### config.mk
export PLATFORM = sky130hd
export DESIGN_NAME = pipe_ctrl
export DESIGN_NICKNAME = d
export VERILOG_FILES = /design/src/rtl/npc_pkg.sv /design/src/rtl/pipe_hazard_det.sv /design/src/rtl/pipe_ctrl.sv
export SDC_FILE = /design/constraint.sdc
export NUM_CORES = 1
export LEC_CHECK = 0
export CAP_MARGIN = 5
export CORE_ASPECT_RATIO = 0.75
export CORE_MARGIN = 5
export CORE_UTILIZATION = 40
export CTS_BUF_LIST = sky130_fd_sc_hd__clkbuf_16
export DETAILED_ROUTE_END_ITERATION = 8
export DONT_BUFFER_PORTS = 1
export GPL_TIMING_DRIVEN = 0
export PLACE_DENSITY = 0.61
export SYNTH_ARGS = -nofsm -noshare
export SYNTH_HDL_FRONTEND = slang
export SYNTH_HIERARCHICAL = 1
export SYNTH_SLANG_ARGS = --single-unit
export TNS_END_PERCENT = 20
### constraint.sdc
create_clock -name clk -period 5.31 [get_ports clk]
set_input_delay 0.531 -clock clk [delete_from_list [all_inputs] [get_ports clk]]
set_output_delay 0.531 -clock clk [all_outputs]
set_load 0.02 [all_outputs]
### src/rtl/npc_pkg.sv
// Shared definitions for the NPC core pipeline control: FSM state codes, the
// zero-register index and the per-stage valid/enable bundle.
package npc_pkg;

    localparam logic [1:0] RUN   = 2'd0;
    localparam logic [1:0] DRAIN = 2'd1;
    localparam logic [1:0] HALT  = 2'd2;

    localparam logic [4:0] REG_ZERO = 5'd0;

    typedef struct packed {
        logic pc_ena;
        logic ifid_valid;
        logic ifid_ena;
        logic idex_valid;
        logic idex_ena;
        logic exmem_valid;
        logic exmem_ena;
        logic memwb_valid;
        logic memwb_ena;
    } pipe_ctl_t;

    // Every register holds its contents and the PC stays put.
    function automatic pipe_ctl_t ctl_freeze();
        pipe_ctl_t c;
        c = '{pc_ena: 1'b0, ifid_valid: 1'b1, ifid_ena: 1'b0, idex_valid: 1'b1,
              idex_ena: 1'b0, exmem_valid: 1'b1, exmem_ena: 1'b0,
              memwb_valid: 1'b1, memwb_ena: 1'b0};
        return c;
    endfunction

    function automatic pipe_ctl_t ctl_run();
        pipe_ctl_t c;
        c = '1;
        return c;
    endfunction

endpackage

### src/rtl/pipe_hazard_det.sv
// Load-use hazard comparator: flags an ID source that depends on a load
// currently in EX. Purely combinational.
module pipe_hazard_det
    import npc_pkg::*;
(
    input  logic [4:0] id_rs1,
    input  logic [4:0] id_rs2,
    input  logic       id_use_rs1,
    input  logic       id_use_rs2,
    input  logic       ex_load,
    input  logic       ex_rf_we,
    input  logic [4:0] ex_rf_waddr,
    output logic       load_use
);

    logic rs1_hit;
    logic rs2_hit;

    assign rs1_hit  = id_use_rs1 && (id_rs1 == ex_rf_waddr);
    assign rs2_hit  = id_use_rs2 && (id_rs2 == ex_rf_waddr);
    // x0 is hard-wired, so a load targeting it never creates a dependency.
    assign load_use = ex_load && ex_rf_we && (ex_rf_waddr != REG_ZERO) && (rs1_hit || rs2_hit);

endmodule

### src/rtl/pipe_ctrl.sv
// Pipeline sequencer for the 5-stage NPC core: stalls, flushes, drain/halt and
// memory watchdog. Optional perf counters are built when PIPE_CTRL_PERF_EN is defined.
module pipe_ctrl
    import npc_pkg::*;
#(
    parameter int unsigned DRAIN_CYCLES = 2,
    parameter int unsigned MEM_TIMEOUT  = 1024,
    parameter int unsigned CNT_W        = 32
) (
    input  logic             clk,
    input  logic             rst,
    input  logic [4:0]       id_rs1,
    input  logic [4:0]       id_rs2,
    input  logic             id_use_rs1,
    input  logic             id_use_rs2,
    input  logic             ex_load,
    input  logic             ex_rf_we,
    input  logic [4:0]       ex_rf_waddr,
    input  logic             ex_sys,
    input  logic             ex_redirect,
    input  logic             mem_busy,
    output logic             pc_ena,
    output logic             ifid_valid,
    output logic             ifid_ena,
    output logic             idex_valid,
    output logic             idex_ena,
    output logic             exmem_valid,
    output logic             exmem_ena,
    output logic             memwb_valid,
    output logic             memwb_ena,
    output logic             halt,
    output logic             wdog_err,
    output logic [CNT_W-1:0] perf_stall,
    output logic [CNT_W-1:0] perf_flush
);

    localparam int unsigned      DW         = (DRAIN_CYCLES > 1) ? $clog2(DRAIN_CYCLES) : 1;
    localparam logic [DW-1:0]    DRAIN_LOAD = (DRAIN_CYCLES > 0) ? DW'(DRAIN_CYCLES - 1) : '0;
    localparam logic [CNT_W-1:0] WDOG_LIM   = CNT_W'(MEM_TIMEOUT);

    logic [1:0]       state_q, state_d;
    logic [DW-1:0]    drain_q, drain_d;
    logic [CNT_W-1:0] wdog_cnt_q, wdog_cnt_d, wdog_inc;
    logic             wdog_err_q, wdog_err_d;
    logic             wdog_hit;
    logic             load_use;
    pipe_ctl_t        ctl;

    pipe_hazard_det u_hazard (
        .id_rs1      (id_rs1),
        .id_rs2      (id_rs2),
        .id_use_rs1  (id_use_rs1),
        .id_use_rs2  (id_use_rs2),
        .ex_load     (ex_load),
        .ex_rf_we    (ex_rf_we),
        .ex_rf_waddr (ex_rf_waddr),
        .load_use    (load_use)
    );

    // Saturate so a disabled watchdog never wraps back through the limit.
    assign wdog_inc = (&wdog_cnt_q) ? wdog_cnt_q : wdog_cnt_q + CNT_W'(1);
    assign wdog_hit = (MEM_TIMEOUT != 0) && (wdog_inc == WDOG_LIM);

    always_comb begin
        ctl        = ctl_run();
        state_d    = state_q;
        drain_d    = drain_q;
        wdog_err_d = wdog_err_q;
        wdog_cnt_d = mem_busy ? wdog_cnt_q : '0;

        case (state_q)
            RUN: begin
                if (mem_busy) begin
                    ctl        = ctl_freeze();
                    wdog_cnt_d = wdog_inc;
                    if (wdog_hit) begin
                        wdog_err_d = 1'b1;
                        state_d    = HALT;
                    end
                end else if (ex_sys) begin
                    ctl.pc_ena     = 1'b0;
                    ctl.ifid_valid = 1'b0;
                    ctl.idex_valid = 1'b0;
                    state_d        = DRAIN;
                    drain_d        = DRAIN_LOAD;
                end else if (ex_redirect) begin
                    ctl.ifid_valid = 1'b0;
                    ctl.idex_valid = 1'b0;
                end else if (load_use) begin
                    ctl.pc_ena     = 1'b0;
                    ctl.ifid_ena   = 1'b0;
                    ctl.idex_valid = 1'b0;
                end
            end
            DRAIN: begin
                ctl.pc_ena     = 1'b0;
                ctl.ifid_valid = 1'b0;
                ctl.idex_valid = 1'b0;
                if (mem_busy) begin
                    ctl.exmem_ena = 1'b0;
                    ctl.memwb_ena = 1'b0;
                    wdog_cnt_d    = wdog_inc;
                    if (wdog_hit) begin
                        wdog_err_d = 1'b1;
                        state_d    = HALT;
                    end
                end else if (drain_q == '0) begin
                    state_d = HALT;
                end else begin
                    drain_d = drain_q - DW'(1);
                end
            end
            HALT: begin
                ctl = ctl_freeze();
            end
            default: begin
                ctl     = ctl_freeze();
                state_d = RUN;
            end
        endcase

        if (!rst) begin
            ctl = ctl_freeze();
        end
    end

    always_ff @(posedge clk or negedge rst) begin
        if (!rst) begin
            state_q    <= RUN;
            drain_q    <= '0;
            wdog_cnt_q <= '0;
            wdog_err_q <= 1'b0;
        end else begin
            state_q    <= state_d;
            drain_q    <= drain_d;
            wdog_cnt_q <= wdog_cnt_d;
            wdog_err_q <= wdog_err_d;
        end
    end

    assign pc_ena      = ctl.pc_ena;
    assign ifid_valid  = ctl.ifid_valid;
    assign ifid_ena    = ctl.ifid_ena;
    assign idex_valid  = ctl.idex_valid;
    assign idex_ena    = ctl.idex_ena;
    assign exmem_valid = ctl.exmem_valid;
    assign exmem_ena   = ctl.exmem_ena;
    assign memwb_valid = ctl.memwb_valid;
    assign memwb_ena   = ctl.memwb_ena;
    assign halt        = (state_q == HALT);
    assign wdog_err    = wdog_err_q;

`ifdef PIPE_CTRL_PERF_EN
    logic [CNT_W-1:0] perf_stall_q, perf_stall_d;
    logic [CNT_W-1:0] perf_flush_q, perf_flush_d;
    logic             stall_ev;
    logic             flush_ev;

    always_comb begin
        stall_ev     = rst && !ctl.pc_ena && ((state_q == RUN) || (state_q == DRAIN));
        flush_ev     = rst && (state_q == RUN) && !mem_busy && (ex_sys || ex_redirect);
        perf_stall_d = perf_stall_q + CNT_W'(stall_ev);
        perf_flush_d = perf_flush_q + CNT_W'(flush_ev);
    end

    always_ff @(posedge clk or negedge rst) begin
        if (!rst) begin
            perf_stall_q <= '0;
            perf_flush_q <= '0;
        end else begin
            perf_stall_q <= perf_stall_d;
            perf_flush_q <= perf_flush_d;
        end
    end

    assign perf_stall = perf_stall_q;
    assign perf_flush = perf_flush_q;
`else
    assign perf_stall = '0;
    assign perf_flush = '0;
`endif

endmodule
==> results of run 1 <==
-- worst max-delay path by stage --
stage | end | depth (start not counted) | startpoint
2_1_floorplan | wdog_err$_DFFE_PN0P_ | 10 | wdog_cnt_q[0]$_DFF_PN0_
3_3_place_gp | wdog_err$_DFFE_PN0P_ | 10 | wdog_cnt_q[0]$_DFF_PN0_
3_5_place_dp | wdog_err$_DFFE_PN0P_ | 10 | wdog_cnt_q[0]$_DFF_PN0_
4_1_cts | wdog_err$_DFFE_PN0P_ | 10 | wdog_cnt_q[0]$_DFF_PN0_
5_1_grt | state_q[1]$_DFFE_PN0P_ | 10 | wdog_cnt_q[0]$_DFF_PN0_
6_report | wdog_err$_DFFE_PN0P_ | 10 | wdog_cnt_q[0]$_DFF_PN0_
-- power by group through the flow --
stage / Combinational, mW / Sequential, mW / Clock (mW)
floorplan: 0.191 / 0.309 / 0
global placement: 0.222 / 0.312 / 0
detailed placement: 0.222 / 0.313 / 0
CTS: 0.230 / 0.308 / 0.343
global route: 0.255 / 0.312 / 0.361
finish: 0.233 / 0.308 / 0.335
-- flip-flops by register name (all words and copies together), names as in the netlist --
signal,flops
wdog_cnt_q,32
state_q,2
drain_q,1
wdog_err,1
-- synth_stat cells (4+ instances only) --
| master | instances | area, um^2 |
|---|---|---|
| inv_1 | 4 | 15.0 |
| o21a_1 | 4 | 30.0 |
| xnor2_1 | 27 | 236 |
| clkbuf_1 | 14 | 52.6 |
| a21oi_1 | 9 | 45.0 |
| or4_1 | 6 | 45.0 |
| buf_4 | 67 | 503 |
| and2_1 | 28 | 175 |
| buf_2 | 9 | 45.0 |
| xor2_1 | 16 | 140 |
| nand2_1 | 28 | 105 |
| nand4_1 | 14 | 87.6 |
| dfrtp_1 | 36 | 901 |
| and4_1 | 7 | 61.3 |
| nand3_1 | 20 | 100 |
| o21ai_0 | 6 | 30.0 |
| nor2b_1 | 8 | 50.1 |
| nor2_1 | 22 | 82.6 |
| nor3_1 | 13 | 65.1 |
| a31oi_1 | 5 | 31.3 |
| nor4_1 | 11 | 68.8 |
| and3_1 | 8 | 50.1 |
-- cells in the final DEF (no fill, tap or decap), drive strengths merged, types with 2 or more instances in the layout --
cell type / instances
a31oi: 5
nand2b: 3
xor2: 16
nor4b: 2
or2: 2
xnor2: 27
nor2: 22
nand4: 15
o21ai: 6
nand3: 20
a211oi: 2
clkbuf: 21
o31a: 2
clkinv: 2
dfrtp: 36
o21bai: 2
o211ai: 5
o21a: 4
buf: 78
inv: 4
a41o: 2
nor3: 14
nor2b: 8
and4: 7
and2: 28
a211o: 2
conb: 66
o31ai: 2
a311oi: 2
or4: 6
nor4: 13
nand2: 28
mux2i: 3
a21oi: 9
or3: 3
and3: 8
o2111ai: 2
-- through the flow --
stage	worst slack, ns	utilization
4_1_cts	1.55	0.474
3_5_place_dp	1.57	0.453
3_3_place_gp	1.59	0.453
5_1_grt	1.32	0.474
6_report	1.47	0.474
2_1_floorplan	2.25	-
-- cells by family after synthesis --
| group | count (synthesis) |
|---|---|
| simple gates | 183 |
| buf+inv | 97 |
| compound gates | 53 |
| xor+xnor | 43 |
| flops | 36 |
| mux | 4 |
| other cells | 2 |
| fa+ha+maj | 1 |
-- layer usage --
metal / global-route usage / wire [um]
met1: 0.273 / 4290
met5: 0 / 0
met3: 0.0356 / 748
met2: 0.251 / 3920
met4: 0.0478 / 133
-- repair_timing --
action	CTS	global route
setup endpoints to repair	0	0
endpoints found under the hold margin	36	0
hold buffers	1	0
gates resized for setup	0	0
-- final cells by class --
cell class / count / area (um^2) / share of cell area
buffer: 93 / 614 / 0.154
inverter: 4 / 15.0 / 0.00378
multi-input combinational: 350 / 2130 / 0.535
sequential: 36 / 901 / 0.227
timing repair buffer: 1 / 20.0 / 0.00503
clock inverter: 3 / 37.5 / 0.00944
tap: 108 / 135 / 0.0340
clock buffer: 5 / 125 / 0.0315
-- worst max-delay path: stages (launching register included) --
cell and delay (ns):
dfrtp_1 0.41, ha_1 0.34, nand2_1 0.28, or3_1 0.40, buf_2 0.20, nor4_4 0.63, o211ai_2 0.20, a211o_1 0.28
or4_1 0.48, or4_1 0.45, nand2b_1 0.09
==> results.md, run 1 <==
- Outcome: finished clean
- Total number of vias: 3045
- Max Fanout on Critical Path: 8
- Vias/cell: 5.08
- Cell internal pwr: 0.595 mW
- Sw Ratio: 0.321
- GRT Resource Usage Total: 0.178
- Minimum clock period: 3.84 ns
- Antenna-violating nets left: 0
- Nets: 516
- Starting Density: 0.408
- CTS Sinks: 36
- Initial antenna violation count: 0
- RR Endpoint: wdog_err$_DFFE_PN0P_
- Yosys warns: 6
- Row count: 29
- WL per Instance: 15.2 um
- Antenna Cells: 0
- CTS clk-pin slew, worst paths: 0.06 ns
- Core area: 8380 um^2
- Worst-margin pin slew: 1.00 ns
- Largest net degree at the start of global routing: 37
- Pwr dens: 220 nW/um^2
- Number of global-route vias before repair: 2816
- Max-capacitance violation count: 0
- Register bit total from synthesis: 36
- Synthesized area per cell: 8.16 um^2
- DRC: 0
- Worst-skew pair later-pin latency: 0.29 ns
- Post-Synth XOR/XNOR Area: 0.110
- Post-synthesis compound-gate area fraction: 0.115
- Fillcell total: 850
- Worst setup EP type: register
- Maximum vdd ir drop: 140 uV
- Ys async rst share: 1.00
- Synth Area in Simple Gates: 0.310
- Final Max Slew Viols: 0
- Dpl cell area: 3790 um^2
- FMAX: 0.260 GHz
- Iteration-0 DRC count of the detailed router: 221
- Chip Width: 117 um
- Hold Fails Final Rpt: 0
- Number of cells on the worst reg-to-reg path: 10
- Largest family of logic cells by synthesized area: simple AND/OR/NAND/NOR gates
- Worst hold-check path type: input pin to asynchronous set/reset pin
- Hold WS: 0.0772 ns
- Top_reg_cell synth: dfrtp_1
- P_leak: 1.82 nW
- Final period utilization: 0.723
- Clk Tree Root Cell: clkbuf_16
- Post-route cell area: 3980 um^2
- Layout cells sized above 1: 0.189
- Port Buf Inserts: 0
- Crit path DAT: 4.06 ns
- Final wirelength: 9.09 mm
- H-tree depth reported by CTS: 2
- First-pass GRT wire length: 15.0 mm
- Final setup viols: 0
- Placed cells: 591
- CP required: 5.53 ns
- Slew Limit Headroom: 0.328
- Routability cong.: 0.912
- I/O pin total: 99
- Sequential fraction of the synthesis area: 0.264
- Post-Synth Adder-Cell Area: 0.00366
- Cts bufs inserted: 5
- Crit Path Class: register to register
- Reg-to-reg slack, setup: 1.47 ns
- Post-DP HPWL: 6.90 mm
- Reg power frac: 0.352
- Setup Buffers After CTS: 0
- Die area: 10500 um^2
- TritonCTS clock tree: yes
- Largest buffer count on any clock path: 2
- Post-synth EDFFs: 0
- First-pass DRT Iterations: 5
- Die height: 90.1 um
- Sw Pwr: 0.281 mW
- Netlist cell types: 58
- Setup TNS: 0 ns
- Skew final: 0.0111 ns
- Unrepaired setup endpoints after global routing: false
- Power share of the combinational group: 0.266
- Cell Area, Synth: 3420 um^2
- Final Non-Filler Cells: 600
- Mux contribution to synthesized area: 0.0121
- Clock network power share: 0.382
- Pwr Total: 0.876 mW
- Grt ovf: 0
- Syn Inst Count: 419
- R2R Path Start: wdog_cnt_q[0]$_DFF_PN0_
- Area Overhead vs Synth: 16.3%
- Critical path launch point type: register
Power figures use the tool's default switching activity.
==> run 2, diff against run 1 <==
--- a/config.mk
+++ b/config.mk
@@ -5,6 +5,7 @@
 export SDC_FILE = /design/constraint.sdc
 export NUM_CORES = 1
 export LEC_CHECK = 0
+export ABC_AREA = 1
 export CAP_MARGIN = 5
 export CORE_ASPECT_RATIO = 0.75
 export CORE_MARGIN = 5
==> constraint.sdc (replaced) <==
create_clock -name clk -period 3.82 [get_ports clk]
set_input_delay 0.382 -clock clk [delete_from_list [all_inputs] [get_ports clk]]
set_output_delay 0.382 -clock clk [all_outputs]
set_load 0.02 [all_outputs]
==> run 2 against run 1 <==
Die area increased by 0.40%; synthesized cell count up 37%; clock power up 20%; critical endpoint is now state_q[0]$_DFFE_PN0P_; hold slack improved by 0.17 ns; fmax rose by 41%; non-clock buffer count is 16 lower; largest cell class unchanged; critical path depth is 6 higher; combinational power is 67% higher; first-iteration DRC count increased by 26%; routed wire length up 6.4%.
==> results.md, run 2 <==
- Slew Limit Headroom: 0.543
- Synthesized area per cell: 5.96 um^2
- Hold_buf cts: 2
- Critical path launch point type: register
- Setup TNS: 0 ns
- Dpl cell area: 3810 um^2
- Skew final: 0.00677 ns
- Critical path startpoint: wdog_cnt_q[0]$_DFF_PN0_
- Area Overhead vs Synth: 15.9%
- Total number of vias: 3498
- Top_reg_cell synth: dfrtp_1
- Starting Density: 0.408
- Most frequent cells in the layout: 184 x nand2_1, 94 x nor2_1, 67 x inv_1, 67 x buf_4, 66 x conb_1
- Worst path cell trace: ha_1 > inv_2 > nor2_4 > nand2_4 > nor2_8 > nand2_4 > buf_2 > nand3_1 > nor3_1 > nand2_1 > nor2_2 > nand3_1 > nand2_1 > nand2_1 > nand2_1 > nand2_1
- Final wirelength: 9.67 mm
- Unrepaired setup endpoints after global routing: false
- Final Non-Filler Cells: 758
- FMAX: 0.368 GHz
- Max FFs per register: 32
- Outcome: finished clean
- Clk Tree Root Cell: clkbuf_16
- Post-synth EDFFs: 0
- Antenna Cells: 0
- Post_cts resized: 0
- Minimum clock period: 2.72 ns
- Core area: 8420 um^2
- Routability cong.: 0.870
- Top reg by flops: wdog_cnt_q
- Yosys warns: 6
- Syn Inst Count: 576
- Hold_sp: mem_busy
- Max Fanout on Critical Path: 10
- R2R Path Start: wdog_cnt_q[0]$_DFF_PN0_
- Delay-heaviest family, CP: simple AND/OR/NAND/NOR gates
- Setup Buffers After CTS: 0
- Port Buf Inserts: 0
- Crit path DAT: 2.89 ns
- Worst-skew pair later-pin latency: 0.28 ns
- Fin util: 0.473
- Post-route cell area: 3980 um^2
- Pwr dens: 309 nW/um^2
- Row count: 29
- Biggest regs: wdog_cnt_q: 32 flops, state_q: 2 flops
- TritonCTS clock tree: yes
- Commonest cells in the synthesized netlist: 184 x nand2_1, 94 x nor2_1, 67 x buf_4
- Sequential fraction of the synthesis area: 0.262
- Grt ovf: 0
- Synth area leaders: dfrtp_1 26%, nand2_1 20%, buf_4 15%
- Cell Area, Synth: 3430 um^2
- Most used cell, CP: nand2_1
- CP max stage delay: 0.50 ns
- Slowest-stage cell, CP: dfrtp_1
- Nets: 674
- Worst setup margin: 1.10 ns
- Crit Path Class: register to register
- CTS Sinks: 36
- Final setup viols: 0
- P_leak: 2.09 nW
- Hold Fails Final Rpt: 0
- Initial antenna violation count: 0
- Worst-margin pin slew: 0.679 ns
- CP required: 3.99 ns
- Number of global-route vias before repair: 3214
- CTS clk-pin slew, worst paths: 0.06 ns
- Worst setup EP type: register
- Die area: 10600 um^2
- Chip Width: 117 um
- Count leader, synth: nand2_1
- Maximum vdd ir drop: 189 uV
- Worst hold-check path type: input pin to register
- Pre-CTS setup slack: 1.21 ns
- Placed cells: 748
- Largest buffer count on any clock path: 2
- Yosys top cell by area: dfrtp_1
- Register bit total from synthesis: 36
- Iteration-0 DRC count of the detailed router: 279
- Largest net degree at the start of global routing: 37
- Area share of the leading cell type in the synthesized netlist: 0.262
- First-pass DRT Iterations: 5
- Post-DP HPWL: 7.77 mm
- GRT Resource Usage Total: 0.187
- First-pass GRT wire length: 15.7 mm
- Ys async rst share: 1.00
- Final period utilization: 0.712
- Netlist cell types: 27
- Die height: 90.2 um
- Vias/cell: 4.61
- I/O pin total: 99
- Buf+Inv Stages, Crit Path: 2
- Commonest non-fill, non-tap cell in the layout: nand2_1
- Antenna-violating nets left: 0
- WL per Instance: 12.8 um
- Layout cells sized above 1: 0.143
- Max-capacitance violation count: 0
- Final Max Slew Viols: 0
- H-tree depth reported by CTS: 2
- DRC: 0
- Cts bufs inserted: 5
run 2: cell types whose count changed in the layout (fill, tap and decap cells not counted), sizes merged, moves of 9 or more:
cell    before  now
nand2       28  191
nor2        22   98
inv          4   71
and2        28    0
xnor2       27    0
nand3       20   45
o21ai        6   28
nor4        13    0
nor3        14    2
nand4       15    4
xor2        16    5
clkbuf      21   12
o22ai        1   10
run 2: through the flow:
| stage | total power, mW | hold slack, ns |
|---|---|---|
| final | 1.23 | 0.250 |
| after global routing | 1.30 | 0.256 |
| after CTS | 1.23 | 0.246 |
| after global placement | 0.809 | 0.0877 |
| after detailed placement | 0.815 | 0.0876 |
| after floorplan | 0.745 | 0.0864 |
run 2: worst paths after layout:
check	end	slack (ns)	cells past startpoint
setup / recovery	state_q[0]$_DFFE_PN0P_	1.10	16
hold / removal	wdog_cnt_q[1]$_DFF_PN0_	0.25	2
setup reg to reg	state_q[0]$_DFFE_PN0P_	1.10	16
hold reg to reg	drain_q$_DFFE_PN0P_	0.50	2
max in group asynchronous	wdog_cnt_q[6]$_DFF_PN0_	3.06	2
min in group asynchronous	wdog_cnt_q[18]$_DFF_PN0_	0.55	2
run 2: where the power goes:
group / leakage [nW] / total, mW / switching, mW / internal (mW)
combinational: 1.54 / 0.388 / 0.272 / 0.116
sequential: 0.491 / 0.438 / 0.0318 / 0.406
clock: 0.0687 / 0.403 / 0.166 / 0.237
total: 2.09 / 1.23 / 0.469 / 0.760
run 2: area by class of cell:
type | count | area [um^2]
plain buffers | 76 | 546
fillers | 906 | 4440
clock buffers | 5 | 125
well taps | 108 | 135
clock inverters | 3 | 15.0
inverters | 71 | 267
repair buffers | 2 | 30.0
flip-flops and latches | 36 | 901
multi-input cells | 457 | 1960
run 2: routing by layer:
metal,global-route usage,vias up,share of wire
met3,0.0315,8,0.078
met4,0.0344,0,0.012
met2,0.280,137,0.42
li1,-,1795,-
met5,0,-,0
met1,0.281,1558,0.49
run 2: cells by family (layout without fill, tap and decap cells):
kind of cell	after synthesis	count (layout)	share of synthesized area
flops	36	36	0.262
other cells	2	66	0.00219
compound gates	45	45	0.0714
fa+ha+maj	1	1	0.00364
buf+inv	147	157	0.237
simple gates	340	340	0.411
xor+xnor	5	5	0.0128
==> run 3, diff against run 2 <==
==> constraint.sdc (replaced) <==
create_clock -name clk -period 2.7 [get_ports clk]
set_input_delay 0.27 -clock clk [delete_from_list [all_inputs] [get_ports clk]]
set_output_delay 0.27 -clock clk [all_outputs]
set_load 0.02 [all_outputs]
==> run 3 against run 2 <==
Clock power up 41%; combinational power up 42%; critical endpoint unchanged; register-to-register slack worse by 0.94 ns; global-route usage unchanged; count of clock-buffer cells in the layout unchanged.
==> results.md, run 3 (same netlist as run 2, synthesis figures left out) <==
- Outcome: finished clean
- CP max stage delay: 0.48 ns
- CTS Sinks: 36
- Worst setup margin: 0.157 ns
- H-tree depth reported by CTS: 2
- Cell internal pwr: 1.08 mW
- Pwr Total: 1.74 mW
- Final Non-Filler Cells: 758
- CTS clk-pin slew, worst paths: 0.06 ns
- Setup TNS: 0 ns
- Total number of vias: 3497
- Skew final: 0.00718 ns
- Final wirelength: 9.65 mm
- Clock network power share: 0.327
- Port Buf Inserts: 0
- P_leak: 2.09 nW
- Post-DP HPWL: 7.77 mm
- Max-capacitance violation count: 0
- First-pass DRT Iterations: 6
- Largest buffer count on any clock path: 2
- Antenna-violating nets left: 0
- Sw Ratio: 0.381
- Number of global-route vias before repair: 3214
- Critical path launch point type: register
- Slowest-stage cell, CP: dfrtp_2
- Biggest regs: wdog_cnt_q: 32 flops, state_q: 2 flops
- WL per Instance: 12.7 um
- Most frequent cells in the layout: 184 x nand2_1, 93 x nor2_1, 67 x inv_1, 67 x buf_4, 66 x conb_1
- Crit path DAT: 2.71 ns
- Die area: 10600 um^2
- Sw Pwr: 0.663 mW
- Dpl cell area: 3810 um^2
- Vias/cell: 4.61
- Antenna Cells: 0
- DRC: 0
- Routability cong.: 0.870
- TritonCTS clock tree: yes
- Clk Tree Root Cell: clkbuf_16
- Worst path cell trace: ha_2 > inv_2 > nor2_4 > nand2_4 > nor2_8 > nand2_4 > clkbuf_4 > nand3_1 > nor3_1 > nand2_1 > nor2_2 > nand3_1 > nand2_1 > nand2_1 > nand2_1 > nand2_1
- FMAX: 0.393 GHz
- Unrepaired setup endpoints after global routing: false
- Fillcell total: 906
- Cts bufs inserted: 5
- I/O pin total: 99
- Slew Limit Headroom: 0.543
- Hold Fails Final Rpt: 0
- Maximum vdd ir drop: 269 uV
- Starting Density: 0.408
- Largest net degree at the start of global routing: 37
- CP required: 2.87 ns
- Worst hold-check path type: input pin to register
- Final period utilization: 0.942
- Multi-input logic area: 1970 um^2
- Grt ovf: 0
- Worst-margin pin slew: 0.678 ns
- Power share of the combinational group: 0.317
- Max Fanout on Critical Path: 10
- Core area: 8420 um^2
- Max FFs per register: 32
- First-pass GRT wire length: 15.7 mm
- Top reg by flops: wdog_cnt_q
- Register area: 902 um^2
- Chip Width: 117 um
- Layout cells sized above 1: 0.149
- Worst-skew pair later-pin latency: 0.28 ns
- Area Overhead vs Synth: 16.3%
- Post-route cell area: 3990 um^2
- Placed cells: 748
- Hold WS: 0.138 ns
- Nets: 674
- Pwr dens: 436 nW/um^2
- Commonest non-fill, non-tap cell in the layout: nand2_1
- Die height: 90.2 um
- Iteration-0 DRC count of the detailed router: 326
- Final setup viols: 0
- Pre-CTS setup slack: 0.0868 ns
- Most used cell, CP: nand2_1
- Crit Path Class: register to register
- Setup Buffers After CTS: 0
- Initial antenna violation count: 0
- Worst setup EP type: register
- Final Max Slew Viols: 0
- Reg power frac: 0.356
- Row count: 29
- Minimum clock period: 2.54 ns
- GRT Resource Usage Total: 0.187
- Fin util: 0.474
## run 3: worst paths after layout
kind                            slack (ns)                       end               startpoint  depth (start not counted)
worst min register to register        0.49       drain_q$_DFFE_PN0P_      drain_q$_DFFE_PN0P_                          2
worst max-delay path                  0.16    state_q[0]$_DFFE_PN0P_  wdog_cnt_q[0]$_DFF_PN0_                         16
worst min-delay path                  0.14   wdog_cnt_q[1]$_DFF_PN0_                 mem_busy                          2
max in group asynchronous             2.06   wdog_cnt_q[6]$_DFF_PN0_                      rst                          2
min in group asynchronous             0.44  wdog_cnt_q[18]$_DFF_PN0_                      rst                          2
worst max register to register        0.16    state_q[0]$_DFFE_PN0P_  wdog_cnt_q[0]$_DFF_PN0_                         16
## run 3: repair_timing
item,in CTS,in global routing
resized for setup,0,5
setup endpoints to repair,0,3
hold buffers,2,0
hold endpoints to repair,36,0
## run 3: layout make-up
type | instances | share of cell area
multi-input combinational | 457 | 0.492
sequential | 36 | 0.226
buffer | 76 | 0.137
inverter | 71 | 0.0677
tap | 108 | 0.0339
clock buffer | 5 | 0.0313
timing repair buffer | 2 | 0.00752
clock inverter | 3 | 0.00376
## run 3: power groups by stage
stage	Combinational, mW	Sequential [mW]	Clock (mW)
final	0.552	0.620	0.570
after global routing	0.617	0.627	0.603
after CTS	0.544	0.617	0.580
after detailed placement	0.526	0.627	0
after global placement	0.518	0.627	0
after floorplan	0.442	0.612	0
## run 3: critical path: cells and delay by family (launching register included)
family        cells  cell delay [ns]
simple gates     13             1.32
fa+ha+maj         1             0.27
buf+inv           2             0.36
flops             1             0.48
## run 3: per-layer routing
| metal | vias up | GRT usage | wire [um] |
|---|---|---|---|
| li1 | 1799 | - | - |
| met1 | 1540 | 0.281 | 4650 |
| met2 | 146 | 0.280 | 4080 |
| met3 | 12 | 0.0315 | 797 |
| met4 | 0 | 0.0344 | 118 |
| met5 | - | 0 | 0 |
